## config.mk

```make
export PLATFORM = sky130hd
export DESIGN_NAME = rr_burst_arbiter
export DESIGN_NICKNAME = d
export VERILOG_FILES = /design/src/rtl/rr_burst_arbiter.sv
export SDC_FILE = /design/constraint.sdc
export NUM_CORES = 1
export LEC_CHECK = 0
export CORE_MARGIN = 4
export CORE_UTILIZATION = 39
export DETAILED_ROUTE_END_ITERATION = 8
export DONT_BUFFER_PORTS = 1
export GPL_TIMING_DRIVEN = 0
export HOLD_SLACK_MARGIN = 0.05
export PLACE_DENSITY = 0.54
export SYNTH_ARGS = -nofsm -noshare
export SYNTH_HDL_FRONTEND = slang
export SYNTH_SLANG_ARGS = --single-unit
```

## constraint.sdc

```tcl
create_clock -name clk -period 4.3 [get_ports clk]
set_input_delay 0.86 -clock clk [delete_from_list [all_inputs] [get_ports clk]]
set_output_delay 0.86 -clock clk [all_outputs]
set_load 0.01 [all_outputs]
```

## src/rtl/rr_burst_arbiter.sv

```systemverilog
// rr_burst_arbiter: four-requester arbiter for a shared burst resource.
// Each grant is a tenure of up to BURST_LEN cycles. It is followed by one GAP
// cycle (burst_done pulse) and one IDLE arbitration cycle.
// Optional build macro ARB_FIXED_PRIO_EN: fixed priority a>b>c>d replaces round-robin.
module rr_burst_arbiter #(
   parameter int unsigned BURST_LEN = 16,
   parameter int unsigned CNT_W     = 5
) (
   input  logic       clk,
   input  logic       reset,
   input  logic       ra,
   input  logic       rb,
   input  logic       rc,
   input  logic       rd,
   output logic       ga,
   output logic       gb,
   output logic       gc,
   output logic       gd,
   output logic [1:0] owner,
   output logic       busy,
   output logic       burst_done
);

   localparam int unsigned N_REQ = 4;
   localparam int unsigned IDX_W = 2;

   typedef enum logic [1:0] {
      IDLE  = 2'd0,
      GRANT = 2'd1,
      GAP   = 2'd2
   } state_t;

   state_t             state_q, state_d;
   logic [N_REQ-1:0]   gnt_q, gnt_d;
   logic [IDX_W-1:0]   owner_q, owner_d;
   logic               busy_q, busy_d;
   logic               done_q, done_d;
   logic [CNT_W-1:0]   cnt_q, cnt_d;
   logic [N_REQ-1:0]   req_c;
   logic [IDX_W-1:0]   win_c;
   logic               any_req_c;
`ifndef ARB_FIXED_PRIO_EN
   logic [IDX_W-1:0]   ptr_q, ptr_d;
   logic [IDX_W-1:0]   idx_c;
`endif

   assign req_c = {rd, rc, rb, ra};

   // Winner select: the last match in a descending scan is the highest-priority one.
   always_comb begin
      win_c     = '0;
      any_req_c = |req_c;
`ifdef ARB_FIXED_PRIO_EN
      for (int i = N_REQ - 1; i >= 0; i--) begin
         if (req_c[i]) win_c = IDX_W'(i);
      end
`else
      idx_c = '0;
      for (int i = N_REQ; i >= 1; i--) begin
         idx_c = ptr_q + IDX_W'(i);
         if (req_c[idx_c]) win_c = idx_c;
      end
`endif
   end

   // Next-state and registered-output values.
   always_comb begin
      state_d = state_q;
      gnt_d   = gnt_q;
      owner_d = owner_q;
      cnt_d   = cnt_q;
      done_d  = 1'b0;
`ifndef ARB_FIXED_PRIO_EN
      ptr_d   = ptr_q;
`endif
      case (state_q)
         IDLE: begin
            gnt_d = '0;
            if (any_req_c) begin
               gnt_d   = N_REQ'(1) << win_c;
               owner_d = win_c;
               cnt_d   = CNT_W'(1);
               state_d = GRANT;
            end
         end
         GRANT: begin
            // Early release or tenure expiry both end the grant at this edge.
            if (!req_c[owner_q] || (cnt_q >= CNT_W'(BURST_LEN))) begin
               gnt_d   = '0;
               done_d  = 1'b1;
               state_d = GAP;
            end else begin
               cnt_d = cnt_q + CNT_W'(1);
            end
         end
         GAP: begin
`ifndef ARB_FIXED_PRIO_EN
            ptr_d = owner_q;
`endif
            cnt_d   = '0;
            state_d = IDLE;
         end
         default: begin
            gnt_d   = '0;
            cnt_d   = '0;
            state_d = IDLE;
         end
      endcase
      busy_d = |gnt_d;
   end

   // State and output registers with asynchronous active-low reset.
   always_ff @(posedge clk or negedge reset) begin
      if (!reset) begin
         state_q <= IDLE;
         gnt_q   <= '0;
         owner_q <= '0;
         busy_q  <= 1'b0;
         done_q  <= 1'b0;
         cnt_q   <= '0;
`ifndef ARB_FIXED_PRIO_EN
         ptr_q   <= IDX_W'(3);
`endif
      end else begin
         state_q <= state_d;
         gnt_q   <= gnt_d;
         owner_q <= owner_d;
         busy_q  <= busy_d;
         done_q  <= done_d;
         cnt_q   <= cnt_d;
`ifndef ARB_FIXED_PRIO_EN
         ptr_q   <= ptr_d;
`endif
      end
   end

   assign ga         = gnt_q[0];
   assign gb         = gnt_q[1];
   assign gc         = gnt_q[2];
   assign gd         = gnt_q[3];
   assign owner      = owner_q;
   assign busy       = busy_q;
   assign burst_done = done_q;

endmodule

```

* After elaboration in Yosys (flattened, before gate mapping) *
Cells that the tools add are included.

cells by class
  eq/ne operators = 5
  add/subtract/negate cells = 4
  mux-type cells = 25
  shift-type cells = 1
  order comparisons = 6
  reductions and logical operators = 8

operators with widths
  operator                                                               count
  2-bit by 3-bit < comparator with 1-bit output (second input constant)  5
  2-bit two-way mux                                                      6
  4-bit one-hot mux with 3 select lines                                  1
  1-bit binary-select mux with 2-bit select                              5
  5-bit two-way mux                                                      2
  5-bit one-hot mux with 2 select lines                                  1
  4-bit two-way mux                                                      2
  4-bit OR reduction                                                     2
  1-bit two-way mux                                                      7
  2-bit inequality test (second input constant)                          3
  2-bit AND reduction                                                    3
  5-bit by 1-bit adder with 5-bit output (second input constant)         1
  5-bit >= comparator (second input constant)                            1
  2-bit adder (second input constant)                                    2
  2-bit one-hot mux with 2 select lines                                  1
  1-bit by 2-bit left shift with 4-bit output (first input constant)     1
  2-bit by 1-bit adder with 2-bit output (second input constant)         1
  2-bit by 1-bit == test with 1-bit output (second input constant)       1
  2-bit == test (second input constant)                                  1
  2-bit zero test                                                        1
  1-bit zero test                                                        1
  1-bit logical OR                                                       1

word-level totals
  input port bits = 6
  logic and storage cells = 56
  bits in registers = 17

* Longest topological paths before layout *
  word-level depth = 10
  gate-level depth with buffers = 5

* Worst setup path after synthesis *
Ideal clock, no wire load.

  path type = input-to-reg
  from = input port rc
  to = register cnt_q[3]
  data arrival time = 1824 ps
  data required time = 4180 ps
  buffers on the path = 1
  stages on the path = 5
  setup slack = 2357 ps
  cell sequence = mux2_1 > a22o_1 > buf_6 > a22o_1 > a31o_1

on the way
  word-level cells in the longest chain between the ends = 6

RTL lines
  element                                    line  text
  start: declaration                         13    input logic rc,
  1-bit binary-select mux with 2-bit select  88    if (!req_c[owner_q] || (cnt_q >= CNT_W'(BURST_LEN))) begin
  1-bit two-way mux (not written as such)    88
  1-bit zero test                            88
  1-bit logical OR                           88
  2-bit inequality test (no source line)     --
  2-bit AND reduction (no source line) (*)   --
  end signal: assignment                     130   cnt_q <= cnt_d;
  end: declaration                           38    logic [CNT_W-1:0] cnt_q, cnt_d;

Mark *: on every way between the ends. The rest lies on a longest branch, timed or not. The select of a mux whose other input is x is not followed.
A chain may end at the register's enable or synchronous reset.

* Worst setup path after layout *
  from = register owner_q[1], in the netlist owner[1]
  to = register gnt_q[1]

on the way
  word-level cells in the longest chain between the ends = 6

RTL lines
  element                                    line  text
  start: declaration                         35    logic [IDX_W-1:0] owner_q, owner_d;
  start signal: assignment                   127   owner_q <= owner_d;
  1-bit binary-select mux with 2-bit select  88
  1-bit two-way mux (not written as such)    88
  1-bit zero test                            88
  1-bit logical OR                           88
  4-bit two-way mux                          88
  4-bit one-hot mux with 3 select lines      76    case (state_q)
  named net gnt_d[1]                         34    logic [N_REQ-1:0] gnt_q, gnt_d;
  end signal: assignment                     126   gnt_q <= gnt_d;
  end: declaration                           34

The timed path passes the listed nets, and every way through them passes these cells. The select of a mux whose other input is x is not followed.

==> impl_metrics.tcl <==
set metrics [dict create \
    status "finished clean" \
    path_clk_slew_ps 100 \
    maxCapViolCount 0 \
    cp_max_fo 5 \
    post_dp_cell_area_um2 900 \
    drc_errors 0 \
    max_slew_margin_pct 60.7 \
    drv_slew 0 \
    ys_types 33 \
    drt_iter0_markers 17 \
    drt-pass1-iter-count 4 \
    synth-main-ff-cell "dfrtp_1" \
    viasPerCell 5.71 \
    grt_pass1_wl_mm 2.93 \
    synth-seq-cells 17 \
    cts_hold_buf 0 \
    area_delta_synth_final_pct 7.08 \
    path_cells "mux2_1, a22oi_1, o21ai_1, a22o_1" \
    whs_ps 255 \
    ys_warn_count 0 \
    max_freq_mhz 586 \
    cts.htree.levels 1 \
    hpwlAfterDp_mm 1.23 \
    cts_tree "done" \
    die_h_um 55.1 \
    clock-root-buffer "clkbuf_4" \
    fin_skew_ps 5.19 \
    vias 640 \
    fillers 213 \
    syn_avg_cell_area_um2 10.7 \
    setup_viol 0 \
    cp_slowest_cell "dfrtp_1" \
    wl_mm 1.69 \
    cts_setup_buffers 0 \
    numCtsBuffers 3 \
    drive_gt1_share_pct 14.1 \
    overflow 0 \
    finalSetupTns_ps 0 \
    fp.coreArea_um2 2040 \
    wire_per_inst_um 15.0 \
    slowest_delay_ps 510 \
    nNetsFinal 93 \
    peakVddDrop_v 0.000351 \
    layout_setup_ws_ps 2590 \
    period_needed_ps 1710 \
    io_pins 14 \
    pre_cts_ws_ps 2280 \
    power.density_nw_per_um2 696 \
    final_common_cell "dfrtp_1" \
    hold_viol_final 0 \
    synth_area_um2 866 \
    antenna_found_initial 0 \
    die_area_um2 3040 \
    cts_buffer_depth 2 \
    path_class "register to register" \
    crit_required_ps 4480 \
    worstPathArrival_ps 1890 \
    async_reset_ff_share_pct 100 \
    portBuffers 0 \
    gp_congestion 0.687 \
    track_usage_pct 13.5 \
    grt_max_degree 18 \
    layout_common_cells "dfrtp_1, nand2b_1, nor2_1, nand2_1" \
    worst_pin_slew_ps 585 \
    ys_seq_area_share_pct 49.4 \
    total_power_uw 645 \
    die_w_um 55.1 \
    synth_edf_count 0 \
    netlist_instances 81 \
    diodes 0 \
    numClockSinks 17 \
    rows 16 \
    initial_core_util_pct 42.4 \
    antenna_left 0 \
    start_kind "register" \
    cp-end-kind "register" \
    finalCritPeriodShare_pct 39.7 \
    syn_nets 88 \
    hp-class "primary input to asynchronous set/reset pin" \
    design_area_um2 927 \
    rsz0062_at_grt "no" \
    post_cts_resized 0 \
    grt_pass1_vias 677 \
    leakage_uw 0.000399 \
    clkLatencyLatePin_ps 280 \
]
synthesized netlist by cell type (2+ instances only):
| master | count | area (µm²) |
|---|---|---|
| nand2_1 | 6 | 22.5 |
| o21ai_0 | 2 | 10.0 |
| nand2b_1 | 8 | 50.1 |
| nand3_1 | 2 | 10.0 |
| nor3_1 | 2 | 10.0 |
| a22o_1 | 3 | 26.3 |
| a31oi_1 | 3 | 18.8 |
| a21oi_1 | 3 | 15.0 |
| dfstp_2 | 2 | 52.6 |
| o2bb2ai_1 | 2 | 17.5 |
| a32o_1 | 2 | 20.0 |
| mux2_2 | 3 | 33.8 |
| a21o_1 | 2 | 15.0 |
| nor2b_1 | 3 | 18.8 |
| dfrtp_1 | 15 | 375 |
| nor2_1 | 6 | 22.5 |
routing by layer:
layer / part of all wire [%] / track usage, % / vias to the layer above
li1: - / - / 313
met1: 51 / 18.1 / 310
met2: 42 / 20.3 / 15
met3: 6.5 / 3.49 / 2
met4: 0.47 / 6.07 / 0
met5: 0 / 0 / -
cells by family after synthesis:
logic type               Yosys count  share of synthesized area, %
AO/OA/AOI/OAI                     24                          20.4
adder cells (fa/ha/maj)            1                          1.44
buffers and inverters              1                          1.30
flip-flops                        17                          49.4
multiplexers                       6                          8.09
AND/OR/NAND/NOR                   32                          19.4
area by class of cell:
type                            count  area [µm²]  share of cell area, %
Clock inverter                      1        5.00                  0.540
Tap cell                           27        33.8                   3.64
Multi-Input combinational cell     63         427                   46.0
Sequential cell                    17         428                   46.2
Buffer                              1        11.3                   1.21
Clock buffer                        3        22.5                   2.43
where the power goes:
group | internal, µW | switching [µW] | leakage, µW
clock | 34.5 | 48.0 | 0.0000177
sequential | 230 | 83.8 | 0.000215
combinational | 122 | 127 | 0.000166
critical path, delay by kind of cell, from the launching register on:
family / cells / cell delay, ps
muxes: 1 / 380
AOI/OAI and AO/OA: 3 / 710
DFF: 1 / 510
through the flow:
| step | instances | utilization [%] |
|---|---|---|
| 6_report | 112 | 45.4 |
| 5_1_grt | 112 | 45.4 |
| 4_1_cts | 112 | 45.4 |
| 3_5_place_dp | 108 | 44.1 |
| 3_3_place_gp | 108 | 44.1 |
| 2_1_floorplan | 81 | - |
state kept, by name, indices dropped and copies added, names as in the netlist:
name,count
state_q,2
ptr_q,2
burst_done,1
cnt_q,5
owner,2
busy,1
gnt_q,4
final timing paths:
check                           endpoint  slack [ps]      from  cells after the start
worst max-delay path            gnt_q[1]        2590  owner[1]                      4
worst max register to register  gnt_q[1]        2590  owner[1]                      4
max in group asynchronous       ptr_q[0]        3880     reset                      0
min in group clk                cnt_q[1]         540  cnt_q[1]                      1
worst min register to register  cnt_q[1]         540  cnt_q[1]                      1
worst min-delay path            gnt_q[1]         250     reset                      0
No activity file was read; power rests on OpenSTA's default activity.
